==> config.mk <==
export PLATFORM = sky130hd
export DESIGN_NAME = sap_alu_ab_datapath
export DESIGN_NICKNAME = d
export VERILOG_FILES = /design/src/rtl/sap_pkg.sv /design/src/rtl/sap_alu4.sv /design/src/rtl/sap_alu_ab_datapath.sv
export SDC_FILE = /design/constraint.sdc
export NUM_CORES = 1
export LEC_CHECK = 0
export BUFFER_PORTS_ARGS = -buffer_cell sky130_fd_sc_hd__buf_4
export CORE_ASPECT_RATIO = 0.9
export CORE_MARGIN = 4
export CORE_UTILIZATION = 43
export DETAILED_ROUTE_END_ITERATION = 10
export PLACE_DENSITY = 0.76
export SLEW_MARGIN = 20
export SYNTH_ARGS = -nofsm -noshare
export SYNTH_HDL_FRONTEND = slang
export SYNTH_SLANG_ARGS = --single-unit
==> constraint.sdc <==
create_clock -name clk -period 4.3 [get_ports clk]
set_input_delay 1.075 -clock clk [delete_from_list [all_inputs] [get_ports clk]]
set_output_delay 1.075 -clock clk [all_outputs]
set_load 0.01 [all_outputs]
==> src/rtl/sap_pkg.sv <==
// Shared definitions for the SAP-style accumulator datapath: data width,
// instruction opcodes and a small zero-detect helper.
package sap_pkg;

  // Width of A, B, ALU operands and results
  localparam int DW = 4;

  // Upper instruction-register nibble as decoded by the ALU and sequencer
  typedef enum logic [3:0] {
    OP_ADD   = 4'b0001,
    OP_SUB   = 4'b0010,
    OP_XCHG  = 4'b0011,
    OP_AND   = 4'b0100,
    OP_SHR   = 4'b0101,
    OP_SHL   = 4'b0110,
    OP_MOV_A = 4'b0111
  } opcode_e;

  // Zero-detect on a DW-wide word
  function automatic logic is_zero(input logic [DW-1:0] v);
    return (v == '0);
  endfunction

endpackage

==> src/rtl/sap_alu4.sv <==
// Purely combinational ALU of the SAP datapath.
// Computes y and a carry/borrow bit from A, B and the IR opcode; no state.
// Opcodes without an arithmetic meaning pass A through with carry cleared.
module sap_alu4
  import sap_pkg::*;
#(
  parameter int W = DW
) (
  input  logic [W-1:0] a,
  input  logic [W-1:0] b,
  input  logic [3:0]   opcode,
  output logic [W-1:0] y,
  output logic         c
);

  // One extra bit on top so that bit W carries the carry out / borrow
  logic [W:0] ext;

  // Opcode decode into an extended-width result
  always_comb begin
    ext = {1'b0, a};
    unique case (opcode)
      OP_ADD: ext = {1'b0, a} + {1'b0, b};
      OP_SUB: ext = {1'b0, a} - {1'b0, b};
      OP_AND: ext = {1'b0, a & b};
      OP_SHR: ext = {a[0], 1'b0, a[W-1:1]};
      OP_SHL: ext = {a[W-1], a[W-2:0], 1'b0};
      default: ext = {1'b0, a};
    endcase
  end

  // Split the extended result into data and flag
  always_comb begin
    y = ext[W-1:0];
    c = ext[W];
  end

endmodule

==> src/rtl/sap_alu_ab_datapath.sv <==
// Accumulator datapath of the SAP-style CPU: A and B registers, zero/carry
// flags and the combinational ALU. Loads are steered by one-hot strobes from
// the control sequencer; every register updates on the rising clock edge.
// Optional feature: define SAP_RCL_EN to enable rotate-B-left-through-carry
// on the ercl strobe. Without it, ercl and carry_in have no effect.
module sap_alu_ab_datapath
  import sap_pkg::*;
(
  input  logic          clk,
  input  logic          reset,
  input  logic [3:0]    opcode,
  input  logic [DW-1:0] ram_din,
  input  logic [DW-1:0] tmp_din,
  input  logic [DW-1:0] pop_din,
  input  logic          carry_in,
  input  logic          la_ram,
  input  logic          la_b,
  input  logic          la_alu,
  input  logic          lb_tmp,
  input  logic          lb_alu,
  input  logic          lb_pop,
  input  logic          eu,
  input  logic          ercl,
  output logic [DW-1:0] a_q,
  output logic [DW-1:0] b_q,
  output logic [DW-1:0] alu_y,
  output logic          zero,
  output logic          carry
);

  logic [DW-1:0] a_d;
  logic [DW-1:0] b_d;
  logic          zero_q;
  logic          zero_d;
  logic          carry_q;
  logic          carry_d;
  logic          alu_c;
  logic          rcl_go;

  sap_alu4 #(.W(DW)) u_alu (
    .a      (a_q),
    .b      (b_q),
    .opcode (opcode),
    .y      (alu_y),
    .c      (alu_c)
  );

`ifdef SAP_RCL_EN
  // Rotate only when no higher-priority B load claims the register this edge
  always_comb begin
    rcl_go = ercl & ~lb_alu & ~lb_tmp & ~lb_pop;
  end
`else
  // Rotate disabled: ercl and carry_in are intentionally left unconnected
  logic unused_rcl;
  always_comb begin
    rcl_go     = 1'b0;
    unused_rcl = ^{ercl, carry_in};
  end
`endif

  // A load mux: ALU result beats B, which beats RAM; otherwise hold
  always_comb begin
    a_d = a_q;
    if (la_alu)      a_d = alu_y;
    else if (la_b)   a_d = b_q;
    else if (la_ram) a_d = ram_din;
  end

  // B load mux: ALU, TMP, stack pop, then rotate; otherwise hold.
  // A reads the old B on the same edge, so la_b + lb_tmp swaps through TMP.
  always_comb begin
    b_d = b_q;
    if (lb_alu)      b_d = alu_y;
    else if (lb_tmp) b_d = tmp_din;
    else if (lb_pop) b_d = pop_din;
`ifdef SAP_RCL_EN
    else if (rcl_go) b_d = {b_q[DW-2:0], carry_in};
`endif
  end

  // Flags follow the ALU only when enabled; a rotate owns the carry bit
  always_comb begin
    zero_d  = zero_q;
    carry_d = carry_q;
    if (eu) begin
      zero_d  = is_zero(alu_y);
      carry_d = alu_c;
    end
    if (rcl_go) carry_d = b_q[DW-1];
  end

  // State registers with synchronous active-low reset overriding all strobes
  always_ff @(posedge clk) begin
    if (!reset) begin
      a_q     <= '0;
      b_q     <= '0;
      zero_q  <= 1'b0;
      carry_q <= 1'b0;
    end else begin
      a_q     <= a_d;
      b_q     <= b_d;
      zero_q  <= zero_d;
      carry_q <= carry_d;
    end
  end

  assign zero  = zero_q;
  assign carry = carry_q;

endmodule

==> impl_metrics.env, run 1 <==
export IMPL_cts_sinks=10
export IMPL_drt_iter0_drc=57
export IMPL_clk_pin_slew_ns=0.06
export IMPL_die_x_um=58.5
export IMPL_yosys_warnings=0
export IMPL_worstMarginPinSlew_ns=0.631
export IMPL_period_minus_slack_ns=4.22
export IMPL_htreeDepth=1
export IMPL_arrival_ns=3.14
export IMPL_synth_top_flop_cell="dfxtp_1"
export IMPL_cp_startpoint="opcode[0]"
export IMPL_syn_avg_cell_area_um2=7.32
export IMPL_vias=1119
export IMPL_syn_area_um2=988
export IMPL_area_growth_syn_to_layout_pct=39.2
export IMPL_synth_compound_gate_area_share_pct=25.8
export IMPL_drtPass1Iterations=4
export IMPL_async_flop_share_pct=0
export IMPL_wire_per_inst_um=14.3
export IMPL_nNetsFinal=209
export IMPL_cpMostUsedCell="buf_4"
export IMPL_synth_top_area_share_pct=20.3
export IMPL_critPathBufInv=3
export IMPL_grt_max_degree=14
export IMPL_utilization_pct=63.1
export IMPL_cp_cell_sequence="buf_8 -> nor4b_4 -> buf_4 -> mux2i_2 -> ha_1 -> nor2b_4 -> o21a_1 -> or3_1 -> a31oi_1 -> nor2_1 -> buf_4"
export IMPL_holdBufCountCts=0
export IMPL_antenna_left=0
export IMPL_drv_cap=0
export IMPL_power_leakage_nw=0.621
export IMPL_hold_viol=0
export IMPL_clockBufferDepth=2
export IMPL_synth_xor_area_share_pct=4.43
export IMPL_setup_viol=0
export IMPL_total_power_uw=336
export IMPL_cp_start_kind="primary input"
export IMPL_crit_type="in -> out"
export IMPL_hp_start="zero"
export IMPL_synth_edff_count=0
export IMPL_coreArea_mm2=0.00218
export IMPL_placement_io_buffers=38
export IMPL_synth_cell_types=36
export IMPL_antenna_found_initial=0
export IMPL_synth_top_family_by_area="compound AO/OA/AOI/OAI gates"
export IMPL_rsz0062_at_grt="true"
export IMPL_fp_dieH_um=53.5
export IMPL_gp_congestion=0.821
export IMPL_seq_area_frac_synth_pct=20.3
export IMPL_r2r_start="b_q[1]"
export IMPL_synth_fa_ha_area_share_pct=9.62
export IMPL_track_usage_pct=19.4
export IMPL_grt_pass1_vias=1067
export IMPL_routed_wl_um=2860
export IMPL_start_util_pct=45.3
export IMPL_grt_pass1_wl_um=4690
export IMPL_setup_ws_ns=0.0840
export IMPL_clock_skew_ns=0.00520
export IMPL_via_per_inst=5.60
export IMPL_ys_top_cells_by_area="dfxtp_1 20%, a21oi_1 8.6%, mux2i_1 8.1%"
export IMPL_fin_crit_sh_pct=98.0
export IMPL_cts_made_buffers=3
export IMPL_path_max_fanout=4
export IMPL_syn_inst=135
export IMPL_peakVddDrop_v=0.000182
export IMPL_cp_top_family="simple AND/OR/NAND/NOR gates"
export IMPL_slowest_delay_ns=0.30
export IMPL_max_freq_mhz=237
export IMPL_holdWs_ns=0.475
export IMPL_required_ns=3.22
export IMPL_yosysTopAreaCell="dfxtp_1"
export IMPL_synthMuxAreaShare_pct=8.10
export IMPL_dp_hpwl_um=2280
export IMPL_status="finished, final reports clean"
export IMPL_synth_nets=169
export IMPL_io_pins=41
export IMPL_grt_overflow=0
export IMPL_report_final_slew_viol_count=0
export IMPL_dieArea_mm2=0.00313
export IMPL_cts_root_buf="clkbuf_4"
export IMPL_antenna_cells=0
export IMPL_yosys_area_share_simple_pct=25.4
export IMPL_num_rows=16
export IMPL_slowest_stage="or3_1"
export IMPL_synth_seq_cells=10
export IMPL_slew_limit_headroom_pct=57.3
export IMPL_worstSetupEndpointType="output port"
export IMPL_cts_tree="done"
export IMPL_dp_worst_setup_slack_ns=-0.0488
export IMPL_drc_errors=0
export IMPL_hold_class="reg -> reg"
export IMPL_clk_latency_ns=0.26
export IMPL_drive_gt1_share_pct=31.8
export IMPL_p_per_area_mw_per_mm2=244
==> synthesized netlist by cell type (all sizes together), types with 3 or more instances <==
master   n
dfxtp   10
clkbuf   6
xnor2    4
nor2    19
inv      6
nor2b   11
nand2    7
o21ai    3
buf      3
a21oi   17
a211oi   4
mux2i    8
ha       6
==> final cells by class <==
class / instances / area [µm²]
flip-flops and latches: 10 / 200
repair buffers: 44 / 345
clock buffers: 3 / 22.5
inverters: 6 / 22.5
multi-input cells: 110 / 752
well taps: 27 / 33.8
fillers: 200 / 806
==> what timing repair did <==
item                       CTS  global route
gates resized for setup      1             7
pin swaps                    0             1
buffers inserted             0             1
setup endpoints to repair    1             1
==> worst paths after layout <==
path                            cells past startpoint       end  slack [ns]
worst max-delay path                               11  alu_y[3]        0.08
worst min-delay path                                2      zero        0.47
worst max register to register                     11      zero        1.41
worst min register to register                      2      zero        0.47
==> sequential cells by signal, summed over array words and instances (netlist names) <==
| signal | flops |
|---|---|
| zero | 1 |
| a_q | 4 |
| b_q | 4 |
| carry | 1 |
==> metal layers <==
layer / GRT usage (%) / vias to the layer above / wire (µm)
met4: 5.02 / 0 / 0
met2: 31.0 / 42 / 1390
li1: - / 556 / -
met5: 0 / - / 0
met3: 2.93 / 0 / 193
met1: 26.8 / 521 / 1280
==> worst register-to-register path: cells and delay by family, from the launching register on <==
| kind | cells | cell delay (ns) |
|---|---|---|
| flops | 1 | 0.47 |
| xor+xnor | 1 | 0.18 |
| buf+inv | 3 | 0.38 |
| fa+ha+maj | 2 | 0.73 |
| mux | 1 | 0.08 |
| compound gates | 2 | 0.34 |
| simple gates | 2 | 0.65 |
==> power breakdown <==
part | switching, mW | total, mW | internal (mW)
registers | 0.0126 | 0.112 | 0.0997
logic | 0.0749 | 0.162 | 0.0867
clock network | 0.0295 | 0.0617 | 0.0322
==> stage by stage <==
stage	cells	setup TNS (ns)	area (µm²)
global placement	196	0	1310
CTS	199	0	1330
floorplan	135	0	988
global route	200	-0.0516	1380
finish	200	0	1380
detailed placement	196	-0.0488	1310
==> cells in the final DEF, fill, tap and decap left out, types with 2 or more instances in the layout <==
cell / n
dfxtp_1: 10
inv_1: 5
a21oi_1: 17
or3_1: 2
a21o_1: 2
a22oi_1: 2
a211oi_1: 4
buf_6: 2
nor3_1: 2
nand3_1: 2
nor3b_1: 2
o22ai_1: 2
o21a_1: 2
mux2i_1: 7
o21ai_0: 3
nor2_1: 19
nand2_1: 7
a31o_2: 2
ha_1: 6
xnor2_1: 4
a31oi_1: 2
nor2b_1: 10
clkbuf_4: 3
buf_4: 41
==> kinds of logic after synthesis <==
group / Yosys count
buf+inv: 15
compound gates: 40
simple gates: 50
fa+ha+maj: 7
xor+xnor: 5
flops: 10
mux: 8
(Power assumes the default switching activity.)
==> inputs of run 2 (changes only) <==
--- a/config.mk
+++ b/config.mk
@@ -7,7 +7,7 @@
 export LEC_CHECK = 0
 export BUFFER_PORTS_ARGS = -buffer_cell sky130_fd_sc_hd__buf_4
 export CORE_ASPECT_RATIO = 0.9
-export CORE_MARGIN = 4
+export CORE_MARGIN = 2
 export CORE_UTILIZATION = 43
 export DETAILED_ROUTE_END_ITERATION = 10
 export PLACE_DENSITY = 0.76
==> impl_metrics.env, run 2 (synthesized netlist as in run 1, its figures left out) <==
export IMPL_wl_met2_um=1300
export IMPL_grt_pass1_wl_um=4200
export IMPL_drt_iter0_drc=23
export IMPL_met1_length_um=1170
export IMPL_cts_root_buf="clkbuf_4"
export IMPL_io_pins=41
export IMPL_grt_overflow=0
export IMPL_fin_crit_sh_pct=97.8
export IMPL_drive_gt1_share_pct=31.6
export IMPL_worstMarginPinSlew_ns=0.467
export IMPL_layout_common_cells="45 x buf_4, 19 x nor2_1, 17 x a21oi_1, 11 x nor2b_1, 10 x dfxtp_1"
export IMPL_track_usage_pct=20.7
export IMPL_rr_endpoint="zero"
export IMPL_via_per_inst=5.61
export IMPL_path_max_fanout=2
export IMPL_required_ns=3.22
export IMPL_wire_per_inst_um=13.6
export IMPL_n_fill_cell=193
export IMPL_die_x_um=54.5
export IMPL_wl_met3_um=220
export IMPL_worstSetupEndpointType="output port"
export IMPL_total_power_uw=331
export IMPL_start_util_pct=45.3
export IMPL_power_leakage_nw=0.614
export IMPL_drtPass1Iterations=4
export IMPL_dp_hpwl_um=2150
export IMPL_crit_type="in -> out"
export IMPL_placement_io_buffers=38
export IMPL_status="finished, final reports clean"
export IMPL_top_layer_used="met4"
export IMPL_num_rows=16
export IMPL_routed_wl_um=2730
export IMPL_clock_skew_ns=0.00871
export IMPL_cts_sinks=10
export IMPL_cp_startpoint="opcode[0]"
export IMPL_drv_cap=0
export IMPL_dieArea_mm2=0.00270
export IMPL_holdWs_ns=0.484
export IMPL_crit_end="alu_y[3]"
export IMPL_reg_top3="a_q: 4 flops, b_q: 4 flops"
export IMPL_antenna_left=0
export IMPL_final_common_cell="buf_4"
export IMPL_cts_made_buffers=3
export IMPL_p_per_area_mw_per_mm2=243
export IMPL_reg2regPathDepth=11
export IMPL_hold_viol=0
export IMPL_slew_limit_headroom_pct=68.4
export IMPL_report_final_slew_viol_count=0
export IMPL_gp_congestion=0.816
export IMPL_r2r_setup_slack_ns=1.43
export IMPL_vias=1128
export IMPL_drc_errors=0
export IMPL_grt_pass1_vias=986
export IMPL_area_growth_syn_to_layout_pct=37.7
export IMPL_antenna_found_initial=0
export IMPL_clk_latency_ns=0.25
export IMPL_fin_setup_tns_ns=0
export IMPL_nNetsFinal=210
export IMPL_peakVddDrop_v=0.000235
export IMPL_cts_tree="done"
export IMPL_clockBufferDepth=2
export IMPL_clk_pin_slew_ns=0.06
export IMPL_dp_worst_setup_slack_ns=0.0206
export IMPL_hold_class="reg -> reg"
export IMPL_utilization_pct=62.4
export IMPL_setup_ws_ns=0.0930
export IMPL_period_minus_slack_ns=4.21
export IMPL_cp_start_kind="primary input"
export IMPL_arrival_ns=3.13
export IMPL_antenna_cells=0
export IMPL_setup_viol=0
export IMPL_htreeDepth=1
export IMPL_r2r_start="b_q[1]"
export IMPL_grt_max_degree=14
export IMPL_coreArea_mm2=0.00218
export IMPL_max_freq_mhz=238
export IMPL_fp_dieH_um=49.5
## run 2: cell count changes in the layout (fill, tap and decap cells not counted)
cell / change
buf_8: -1
nor2b_1: +1
buf_6: -2
nor2b_4: -1
buf_4: +4
## run 2: per-stage QoR
stage               instances  instance area, µm²
floorplan                 135                 988
global placement          197                1310
detailed placement        197                1310
CTS                       200                1340
global route              201                1360
finish                    201                1360
## run 2: routing by layer
metal | up-vias | track usage (%)
li1 | 558 | -
met1 | 512 | 28.0
met2 | 54 | 32.5
met3 | 4 | 4.85
met4 | 0 | 5.83
met5 | - | 0
## run 2: worst min path at each step
stage,start,slack (ns),to,cells after the start
global route,zero,0.49,zero,2
floorplan,zero,0.49,zero,2
detailed placement,zero,0.47,zero,2
finish,zero,0.48,zero,2
CTS,zero,0.49,zero,2
global placement,zero,0.46,zero,2
## run 2: critical path: stages
cell	delay, ns
buf_4	0.12
nor4b_4	0.26
buf_4	0.16
mux2i_2	0.22
ha_1	0.25
nor2b_1	0.13
o21a_1	0.17
or3_1	0.32
a31oi_1	0.18
nor2_1	0.10
buf_4	0.15
## run 2: cell type report
class / count / area (µm²) / area share [%]
inverter: 6 / 22.5 / 1.65
timing repair buffer: 45 / 338 / 24.8
multi-input combinational: 110 / 744 / 54.7
tap: 27 / 33.8 / 2.48
clock buffer: 3 / 22.5 / 1.65
sequential: 10 / 200 / 14.7
## run 2: report_power, final
part | leakage (nW) | total [mW] | switching [mW] | internal [mW]
sequential | 0.0820 | 0.112 | 0.0127 | 0.0997
combinational | 0.519 | 0.159 | 0.0750 | 0.0835
clock | 0.0138 | 0.0595 | 0.0275 | 0.0321
## run 2: timing repair
| item | in CTS | in global routing |
|---|---|---|
| hold buffers | 0 | 0 |
| buffers inserted | 0 | 1 |
| endpoints found under the setup margin | 0 | 1 |
| gates resized for setup | 0 | 3 |
